`src/rtl/mux_pkg.sv`:
```
// Shared definitions for the N-channel arbitrated output mux.
// Holds the channel-index width helper and the arbitration mode names.
package mux_pkg;

    localparam int MAX_NCH = 16;

    typedef enum logic {
        ARB_FIXED = 1'b0,
        ARB_RR    = 1'b1
    } arb_mode_e;

    // Index width for n channels, never narrower than one bit
    function automatic int selw_f(input int n);
        return (n <= 1) ? 1 : $clog2(n);
    endfunction

endpackage

```
`src/rtl/rr_arbiter.sv`:
```
// Combinational arbiter: round-robin from ptr, or fixed lowest-index.
// Produces a one-hot grant, its encoded index and an any-request flag.
module rr_arbiter
    import mux_pkg::*;
#(
    parameter int    NCH  = 4,
    parameter bit    RR   = 1'b1,
    localparam int   SELW = selw_f(NCH)
) (
    input  logic [NCH-1:0]  req,
    input  logic [SELW-1:0] ptr,
    output logic [NCH-1:0]  grant,
    output logic [SELW-1:0] idx,
    output logic            any_req
);

    // Channel examined at search step k
    function automatic logic [SELW-1:0] cand(
        input int              k,
        input logic [SELW-1:0] p
    );
        int unsigned c;
        if (RR) begin
            c = (32'(p) + 32'(k)) % 32'(NCH);
        end else begin
            c = 32'(k);
        end
        return SELW'(c);
    endfunction

    // First requester found in search order wins
    always_comb begin
        grant   = '0;
        idx     = '0;
        any_req = 1'b0;
        for (int k = 0; k < NCH; k++) begin
            if (!any_req && req[cand(k, ptr)]) begin
                any_req             = 1'b1;
                idx                 = cand(k, ptr);
                grant[cand(k, ptr)] = 1'b1;
            end
        end
    end

endmodule

```
`src/rtl/arb_mux_n.sv`:
```
// Registered N:1 mux with per-channel valid/ready and arbitration.
// One-entry output register; push and pop may share a cycle.
module arb_mux_n
    import mux_pkg::*;
#(
    parameter int    WIDTH = 32,
    parameter int    NCH   = 4,
    parameter bit    RR    = 1'b1,
    localparam int   SELW  = selw_f(NCH)
) (
    input  logic                   CLK,
    input  logic                   RST,
    input  logic [NCH*WIDTH-1:0]   in_data,
    input  logic [NCH-1:0]         in_valid,
    output logic [NCH-1:0]         in_ready,
    output logic [WIDTH-1:0]       out_data,
    output logic [SELW-1:0]        out_sel,
    output logic                   out_valid,
    input  logic                   out_ready
);

    logic [NCH-1:0]   grant;
    logic [SELW-1:0]  gnt_idx;
    logic             any_req;

    logic [SELW-1:0]  ptr_q;
    logic [SELW-1:0]  ptr_d;
    logic             out_valid_q;
    logic             out_valid_d;
    logic [WIDTH-1:0] out_data_q;
    logic [WIDTH-1:0] out_data_d;
    logic [SELW-1:0]  out_sel_q;
    logic [SELW-1:0]  out_sel_d;

    logic [WIDTH-1:0] sel_data;
    logic             free;
    logic             push;

    rr_arbiter #(
        .NCH (NCH),
        .RR  (RR)
    ) u_arb (
        .req     (in_valid),
        .ptr     (ptr_q),
        .grant   (grant),
        .idx     (gnt_idx),
        .any_req (any_req)
    );

    // Handshake: accept only into a free output register
    always_comb begin
        free     = !out_valid_q || out_ready;
        push     = free && any_req;
        in_ready = (free && !RST) ? grant : '0;
    end

    // Payload of the granted channel
    always_comb begin
        sel_data = '0;
        for (int i = 0; i < NCH; i++) begin
            if (grant[i]) begin
                sel_data = in_data[i*WIDTH +: WIDTH];
            end
        end
    end

    // Output register and pointer next state
    always_comb begin
        out_valid_d = out_valid_q;
        out_data_d  = out_data_q;
        out_sel_d   = out_sel_q;
        ptr_d       = ptr_q;
        if (push) begin
            out_valid_d = 1'b1;
            out_data_d  = sel_data;
            out_sel_d   = gnt_idx;
            if (RR) begin
                if (gnt_idx == SELW'(NCH - 1)) begin
                    ptr_d = '0;
                end else begin
                    ptr_d = gnt_idx + SELW'(1);
                end
            end
        end else if (out_ready) begin
            out_valid_d = 1'b0;
        end
        if (!RR) begin
            ptr_d = '0;
        end
    end

    // State registers, cleared asynchronously
    always_ff @(posedge CLK or posedge RST) begin
        if (RST) begin
            out_valid_q <= 1'b0;
            out_data_q  <= '0;
            out_sel_q   <= '0;
            ptr_q       <= '0;
        end else begin
            out_valid_q <= out_valid_d;
            out_data_q  <= out_data_d;
            out_sel_q   <= out_sel_d;
            ptr_q       <= ptr_d;
        end
    end

    assign out_valid = out_valid_q;
    assign out_data  = out_data_q;
    assign out_sel   = out_sel_q;

endmodule

```
`config.mk`:
```
export PLATFORM = sky130hd
export DESIGN_NAME = arb_mux_n
export DESIGN_NICKNAME = d
export VERILOG_FILES = /design/src/rtl/mux_pkg.sv /design/src/rtl/rr_arbiter.sv /design/src/rtl/arb_mux_n.sv
export SDC_FILE = /design/constraint.sdc
export NUM_CORES = 1
export LEC_CHECK = 0
export BUFFER_PORTS_ARGS = -buffer_cell sky130_fd_sc_hd__clkbuf_2
export CORE_AREA = 10 10 73 122
export DETAILED_ROUTE_END_ITERATION = 10
export DIE_AREA = 0 0 83 132
export MAX_ROUTING_LAYER = met4
export PLACE_DENSITY = 0.85
export SYNTH_ARGS = -nofsm -noshare
export SYNTH_HDL_FRONTEND = slang
export SYNTH_SLANG_ARGS = --single-unit
export TNS_END_PERCENT = 20
```
`constraint.sdc`:
```
create_clock -name CLK -period 5.7 [get_ports CLK]
set_input_delay 0.57 -clock CLK [delete_from_list [all_inputs] [get_ports CLK]]
set_output_delay 0.57 -clock CLK [all_outputs]
set_load 0.05 [all_outputs]
```
==> flow_summary.ini, run 1 <==
[outcome]
outcome = completed

[grt]
grt-ovfl-total = 0
grt_pass1_vias = 4148
grt_pass1_wl_um = 20420
antenna_found_initial = 0
grt_usage_pct = 22.79
grt_max_degree = 39

[sta]
slew_headroom_pct = 13.22
setup_violations = 0
finalCritPeriodShare_pct = 77.35
period_needed_ns = 4.409
max_freq_mhz = 226.8
slew_viol_final = 0
whs_ns = 0.3979
tightest_slew_ns = 1.298
finalHoldViolCount = 0
rsz0062_at_grt = no
skew_ns = 0.003362
setup_tns_ns = 0

[power_and_ir_drop]
p_leak_nw = 2.221
p_int_w = 0.001227
switchingPower_w = 0.001564
p_per_area_nw_per_um2 = 643.7
power_frac_clock_pct = 10.5
pwr-share-seq_pct = 18.8
combPwrFrac_pct = 70.7
peakVddDrop_v = 0.0005658
switching_share_pct = 56.03

[synthesis]
synth_seq_area_share_pct = 27.59
syn_area_um2 = 3356
syn_avg_cell_area_um2 = 8.517
yosys.area.top_type_share_pct = 27.59
syn_inst = 394
synthTopCellsByCount = inv_1 (70), a31oi_1 (65), dfrtp_1 (37), o22ai_1 (34), or3_1 (33)
ys_types = 39
synth_area_leader_cell = dfrtp_1
synth_edf_count = 0
synth_nets = 536
async_flop_share_pct = 100.0
synth_most_common_cell = inv_1
synthTopCellsByArea = dfrtp_1 (28%), a221oi_2 (13%), a31oi_1 (12%)
ys_ff_latch = 37
synth_warnings = 0
synth_flop_cell = dfrtp_1

[cts]
cts_resized = 0
hold_buffers = 0
cts.sinks = 37
cts.clk_slew.worst_paths_ns = 0.06
cts_tree = done
cts_setup_buffers = 0
clock_latency_ns = 0.28
htreeDepth = 2
numCtsBuffers = 5
cts_root_buf = clkbuf_16
cts_buffer_depth = 2

[final_layout]
fin_area_um2 = 4337
fin_nets = 681
nFillCells = 580
area_delta_synth_final_pct = 29.23
antenna_cells = 0
drive_above_1_share_pct = 43.52

[placed_design]
dp_hpwl_um = 9562
dpl_cell_area_um2 = 4174
gp_congestion = 0.8956
portBuffers = 173

[routing]
first_pass_iters = 7
drc = 0
drtAntennaViolNets = 0
wl_per_cell_um = 20.63
vias = 3858
drt_first_iter_violations = 295
viasPerCell = 6.183
routed_wl_um = 12870

[floorplanning]
die-width_um = 83
die-area_um2 = 10960
coreArea_um2 = 6807
pin_count = 174
start_util_pct = 49.30
rows = 40
die_height_um = 132

[setup_path]
r2r_cells = 9
crit_path_max_fanout = 33
timing.rr.end = out_data[21]
crit_required_ns = 5.13
reg2reg_slack_ns = 1.48
worstSetupEndpointType = output port
start_kind = register
worstSetupPathType = reg -> out
crit_arrival_ns = 3.84
crit_end = in_ready[1]

[min_path]
hold_class = in -> async

[flow_run]
max-cap-violations = 0
-- logic make-up (layout without fill, tap and decap cells) --
family,Yosys count,count (layout),synth area share (%)
multiplexers,9,9,3.840
AO/OA/AOI/OAI,152,152,37.81
flip-flops,37,37,27.59
AND/OR/NAND/NOR,74,74,12.83
XOR/XNOR,1,1,0.2610
adder cells (fa/ha/maj),7,7,2.610
buffers and inverters,114,260,15.06
-- layout make-up --
cell class,count,area [µm²],share of cell area (%)
clock buffers,7,152.6,3.520
clock inverters,1,5.005,0.1154
inverters,70,262.8,6.059
multi-input cells,243,1952,45.01
flip-flops and latches,37,925.9,21.35
well taps,84,105.1,2.424
repair buffers,182,933.4,21.52
-- critical path, stage by stage (launching register included) --
cell and delay (ns):
dfrtp_1 0.80, inv_1 0.20, ha_1 0.59, mux4_2 0.45
nand3b_1 0.21, a21o_1 0.56, and3_1 0.34, nor2_1 0.11
clkbuf_2 0.29
-- metrics by stage --
stage	power (W)	instances	utilization, %	setup WS (ns)
final	0.002791	624	63.71	1.291
after global routing	0.002939	624	63.71	1.000
after CTS	0.002786	624	63.64	1.308
after detailed placement	0.002482	616	61.32	1.549
after global placement	0.002424	616	61.32	1.701
after floorplan	0.002101	394	-	1.949
-- power groups by stage --
stage	sequential [W]	clock, W	combinational, W
final	0.000524	0.000294	0.00197
after global routing	0.000539	0.000307	0.00209
after CTS	0.000519	0.000300	0.00197
after detailed placement	0.000522	0	0.00196
after global placement	0.000515	0	0.00191
after floorplan	0.000914	0	0.00119
-- flip-flops by register name (all words and copies together), names as in the netlist, named ones only --
signal / flops
out_data: 32
out_sel: 2
out_valid: 1
ptr_q: 1
-- layout by cell type, fill, tap and decap left out, drive strengths merged, types with 2 or more instances in the layout --
cell type	count
nand2	14
a31oi	65
a2111oi	2
o22ai	34
ha	7
a21o	5
inv	70
and3	2
nand2b	4
o21ai	5
a221oi	34
buf	9
mux4	3
nor2	7
clkbuf	180
or3	33
a21oi	3
dfrtp	37
or3b	2
nand3b	5
mux2i	5
-- per-layer routing --
| metal | up-vias | track usage (%) | share of wire (%) |
|---|---|---|---|
| met5 | - | - | 0 |
| met4 | 0 | 13.69 | 5.1 |
| met1 | 1813 | 22.96 | 36 |
| li1 | 1759 | - | - |
| met2 | 234 | 40.03 | 52 |
| met3 | 52 | 3.589 | 6.7 |
-- worst min-delay path by stage --
stage,to,cells past startpoint
floorplan,out_data[0],2
global placement,out_sel[1],2
detailed placement,out_sel[0],1
CTS,out_data[28],3
global route,out_data[4],3
finish,out_data[4],3
Note: power is estimated with default switching activity, not from simulation.
==> run 2, diff against run 1 <==
--- a/config.mk
+++ b/config.mk
@@ -6,11 +6,11 @@
 export NUM_CORES = 1
 export LEC_CHECK = 0
 export BUFFER_PORTS_ARGS = -buffer_cell sky130_fd_sc_hd__clkbuf_2
-export CORE_AREA = 10 10 73 122
+export CORE_AREA = 10 10 76 126
 export DETAILED_ROUTE_END_ITERATION = 10
-export DIE_AREA = 0 0 83 132
+export DIE_AREA = 0 0 86 136
 export MAX_ROUTING_LAYER = met4
-export PLACE_DENSITY = 0.85
+export PLACE_DENSITY = 0.8
 export SYNTH_ARGS = -nofsm -noshare
 export SYNTH_HDL_FRONTEND = slang
 export SYNTH_SLANG_ARGS = --single-unit
==> constraint.sdc (replaced) <==
create_clock -name CLK -period 4.35 [get_ports CLK]
set_input_delay 0.435 -clock CLK [delete_from_list [all_inputs] [get_ports CLK]]
set_output_delay 0.435 -clock CLK [all_outputs]
set_load 0.05 [all_outputs]
==> run 2 against run 1 <==
Net effect:
- first-iteration DRC count fell by 13%
- final area rose by 1.4%
- largest power group unchanged
- global-route usage fell by 0.49 points
- sequential share of layout area fell by 0.29 points
- routed wire length rose by 4.8%
- sequential power rose by 24%
==> flow_summary.ini, run 2 (synthesized netlist as in run 1, its figures left out) <==
[outcome]
outcome = completed

[sta]
finalHoldViolCount = 0
tightest_slew_ns = 0.7799
whs_ns = 0.2599
setup_violations = 0
skew_ns = 0.008562
rsz0062_at_grt = no
finalCritPeriodShare_pct = 82.85
setup_tns_ns = 0
max_freq_mhz = 277.5
slew_headroom_pct = 47.77
period_needed_ns = 3.604
slew_viol_final = 0

[floorplanning]
rows = 42
die_height_um = 136
die-area_um2 = 11700
pin_count = 174
die-width_um = 86
coreArea_um2 = 7515
start_util_pct = 44.66

[setup_path]
crit_family = compound AO/OA/AOI/OAI gates
timing.rr.end = out_data[7]
crit_required_ns = 4.48
worstSetupEndpointType = register
reg2reg_slack_ns = 0.75
worst_path_largest_cell_delay_ns = 0.67
r2r-start = ptr_q[1]
crit_path_max_fanout = 21
critical-path-slowest-cell = and3_2
crit_chain = inv_1 > ha_1 > mux4_2 > inv_1 > a211o_1 > a22oi_4 > and3_2 > buf_4 > a221oi_2
worstSetupPathType = reg -> reg
cpMostUsedCell = inv_1
crit_arrival_ns = 3.74
start_kind = register
r2r_cells = 9
cp_num_buf_inv = 3

[final_layout]
area_delta_synth_final_pct = 31.02
fin_nets = 687
utilization_pct = 58.51
mostFrequentLayoutCells = clkbuf_2 (173), inv_1 (69), a31oi_1 (65)
largest_reg_flops = 32
fin_area_um2 = 4397
final_common_cell = clkbuf_2
drive_above_1_share_pct = 43.96
antenna_cells = 0

[routing]
drt_first_iter_violations = 258
drc = 0
wl_per_cell_um = 21.29
drtAntennaViolNets = 0
viasPerCell = 6.150
first_pass_iters = 5
vias = 3899
routed_wl_um = 13500

[cts]
clock_latency_ns = 0.28
cts_setup_buffers = 0
htreeDepth = 2
cts.clk_slew.worst_paths_ns = 0.06
cts.sinks = 37
cts_root_buf = clkbuf_16
cts_resized = 0
cts_buffer_depth = 2
hold_buffers = 0
cts_tree = done
numCtsBuffers = 5

[placed_design]
dp_hpwl_um = 10130
dpl_cell_area_um2 = 4224
gp_congestion = 0.8778
portBuffers = 173

[flow_run]
max-cap-violations = 0

[min_path]
hold_class = in -> async

[grt]
antenna_found_initial = 0
grt_pass1_wl_um = 20870
grt-ovfl-total = 0
grt_max_degree = 39
grt_pass1_vias = 4132
grt_usage_pct = 22.30

[power_and_ir_drop]
p_leak_nw = 2.243
power_w = 0.003796
peakVddDrop_v = 0.0008935
p_per_area_nw_per_um2 = 863.3
run 2: worst reg2reg max path: stages (launching register included):
cell	delay (ns)
dfrtp_1	0.57
inv_1	0.17
ha_1	0.57
mux4_2	0.37
inv_1	0.07
a211o_1	0.29
a22oi_4	0.38
and3_2	0.67
buf_4	0.29
a221oi_2	0.08
run 2: through the flow:
| step | instances | setup WS, ns |
|---|---|---|
| finish | 634 | 0.7458 |
| global route | 634 | 0.4733 |
| CTS | 634 | 0.7805 |
| detailed placement | 626 | 0.7770 |
| global placement | 626 | 0.9493 |
| floorplan | 394 | 0.7337 |
run 2: cell type report:
type,instances,area (µm²)
sequential,37,925.9
clock buffer,7,142.6
fill,696,3118
multi-input combinational,243,1947
tap,88,110.1
inverter,70,262.8
clock inverter,1,30.03
timing repair buffer,188,978.4
run 2: power breakdown:
group | total (W) | internal (W) | switching (W)
combinational | 0.00272 | 0.000876 | 0.00185
sequential | 0.000651 | 0.000531 | 0.000120
clock | 0.000424 | 0.000286 | 0.000138
total | 0.00380 | 0.00169 | 0.00210
run 2: worst max-delay path by stage:
stage | from | to | depth (start not counted)
after floorplan | register | in_ready[1] | 12
after global placement | ptr_q[1] | out_data[7] | 9
after detailed placement | ptr_q[1] | out_data[7] | 9
after CTS | ptr_q[1] | out_data[7] | 9
after global routing | ptr_q[1] | out_data[7] | 9
final | ptr_q[1] | out_data[7] | 9
run 2: metal layers:
| layer | up-vias | part of all wire [%] | track usage [%] |
|---|---|---|---|
| met5 | - | 0 | - |
| met3 | 51 | 7.6 | 4.554 |
| met1 | 1844 | 36 | 23.85 |
| li1 | 1772 | - | - |
| met4 | 0 | 4.0 | 10.39 |
| met2 | 232 | 52 | 38.17 |
==> run 3, diff against run 2 <==
==> constraint.sdc (replaced) <==
create_clock -name CLK -period 3.6 [get_ports CLK]
set_input_delay 0.36 -clock CLK [delete_from_list [all_inputs] [get_ports CLK]]
set_output_delay 0.36 -clock CLK [all_outputs]
set_load 0.05 [all_outputs]
==> run 3 against run 2 <==
Net effect:
- sequential power is 20% higher
- worst hold slack worse by 0.028 ns
- largest cell class unchanged
- largest power group unchanged
- critical path type unchanged
- clock skew down 0.0068 ns
- die area unchanged
- critical path depth is 2 higher
- clock power about the same
- routed wire length shrank 3.4%
- count of clock-buffer cells in the layout is 2 lower
- maximum frequency rose by 8.0%
==> flow_summary.ini, run 3 (synthesized netlist as in run 1, its figures left out) <==
[outcome]
outcome = completed

[final_layout]
largest_reg_flops = 32
area_delta_synth_final_pct = 31.62
mostFrequentLayoutCells = clkbuf_2 (173), inv_1 (69), a31oi_1 (65)
fin_area_um2 = 4417
seqCellArea_um2 = 925.9
nFillCells = 710
final_common_cell = clkbuf_2
multi_input_area_um2 = 1947
antenna_cells = 0
drive_above_1_share_pct = 44.65
fin_nets = 692

[cts]
cts_buffer_depth = 2
hold_buffers = 0
numCtsBuffers = 5
cts.clk_slew.worst_paths_ns = 0.06
cts_resized = 0
htreeDepth = 2
cts_setup_buffers = 0
cts.sinks = 37
cts_root_buf = clkbuf_16
cts_tree = done
clock_latency_ns = 0.27

[setup_path]
crit_required_ns = 3.74
worstSetupEndpointType = register
crit_path_max_fanout = 24
start_kind = register
worstSetupPathType = reg -> reg
crit_arrival_ns = 3.47

[routing]
first_pass_iters = 6
drc = 0
drt_first_iter_violations = 222
top_layer = met4
drtAntennaViolNets = 0
wl_per_cell_um = 20.40
routed_wl_um = 13040
dr_wl_met3_um = 930
viasPerCell = 5.961
route.met2.wl_um = 7049
wirelength_met1_um = 4627
vias = 3809

[sta]
period_needed_ns = 3.338
slew_viol_final = 0
finalHoldViolCount = 0
tightest_slew_ns = 0.6211
setup_tns_ns = 0
finalCritPeriodShare_pct = 92.72
rsz0062_at_grt = no
setup_violations = 0
skew_ns = 0.001804
layout_setup_ws_ns = 0.2622
max_freq_mhz = 299.6
slew_headroom_pct = 58.49

[grt]
antenna_found_initial = 0
grt-ovfl-total = 0
grt_pass1_vias = 3990
grt_pass1_wl_um = 20320
grt_max_degree = 38
grt_usage_pct = 21.93

[floorplanning]
pin_count = 174
die_height_um = 136
rows = 42
die-area_um2 = 11700
coreArea_um2 = 7515
start_util_pct = 44.66
die-width_um = 86

[min_path]
hold_class = in -> async

[placed_design]
dp_hpwl_um = 9983
gp_congestion = 0.9664
portBuffers = 173
dpl_cell_area_um2 = 4274
dp_worst_setup_slack_ns = 0.2748

[flow_run]
max-cap-violations = 0

[power_and_ir_drop]
p_leak_nw = 2.256
peakVddDrop_v = 0.0008644
p_per_area_nw_per_um2 = 1027
==> run 3: cell type report <==
cell class | count | area share [%]
multi-input combinational | 243 | 44.08
timing repair buffer | 193 | 23.29
sequential | 37 | 20.96
clock inverter | 3 | 0.3966
clock buffer | 5 | 2.833
tap | 88 | 2.493
inverter | 70 | 5.949
==> run 3: path summary, 6_finish.rpt <==
path | slack (ns) | endpoint | cells past startpoint | start
worst max-delay path | 0.26 | out_data[3] | 11 | register
worst min-delay path | 0.23 | out_sel[0] | 3 | RST
worst max register to register | 0.26 | out_data[3] | 11 | register
worst min register to register | 0.51 | out_sel[1] | 2 | out_sel[1]
max in group asynchronous | 3.01 | out_data[15] | 3 | RST
min in group CLK | 0.31 | out_data[21] | 3 | in_data[85]
==> run 3: layer usage <==
metal  up-vias  track usage [%]
met5         -                -
met4         0            9.651
met3        39            3.895
met2       214            38.59
met1      1769            23.12
li1       1787                -
==> run 3: worst max-delay path, stage by stage (launching register included) <==
cell and delay, ns:
dfrtp_1 0.46, inv_1 0.13, ha_1 0.33, buf_4 0.20, inv_1 0.07, a2111o_1 0.32
or2b_2 0.24, a221oi_1 0.12, buf_4 0.17, nor3b_4 0.49, buf_4 0.48, a221oi_1 0.16
==> run 3: power by group <==
group	total [W]	switching, W	internal [W]
clock network	0.000426	0.000172	0.000254
logic	0.00333	0.00223	0.00110
registers	0.000783	0.000141	0.000641
==> run 3: per-stage QoR <==
stage               total power, W  utilization [%]  hold slack, ns  cells
global route              0.004819            58.77          0.2682    639
global placement          0.003997            56.88          0.4897    631
CTS                       0.004541            58.77          0.2437    639
floorplan                 0.003327                -          0.5004    394
finish                    0.004537            58.77          0.2320    639
detailed placement        0.004103            56.88          0.4986    631
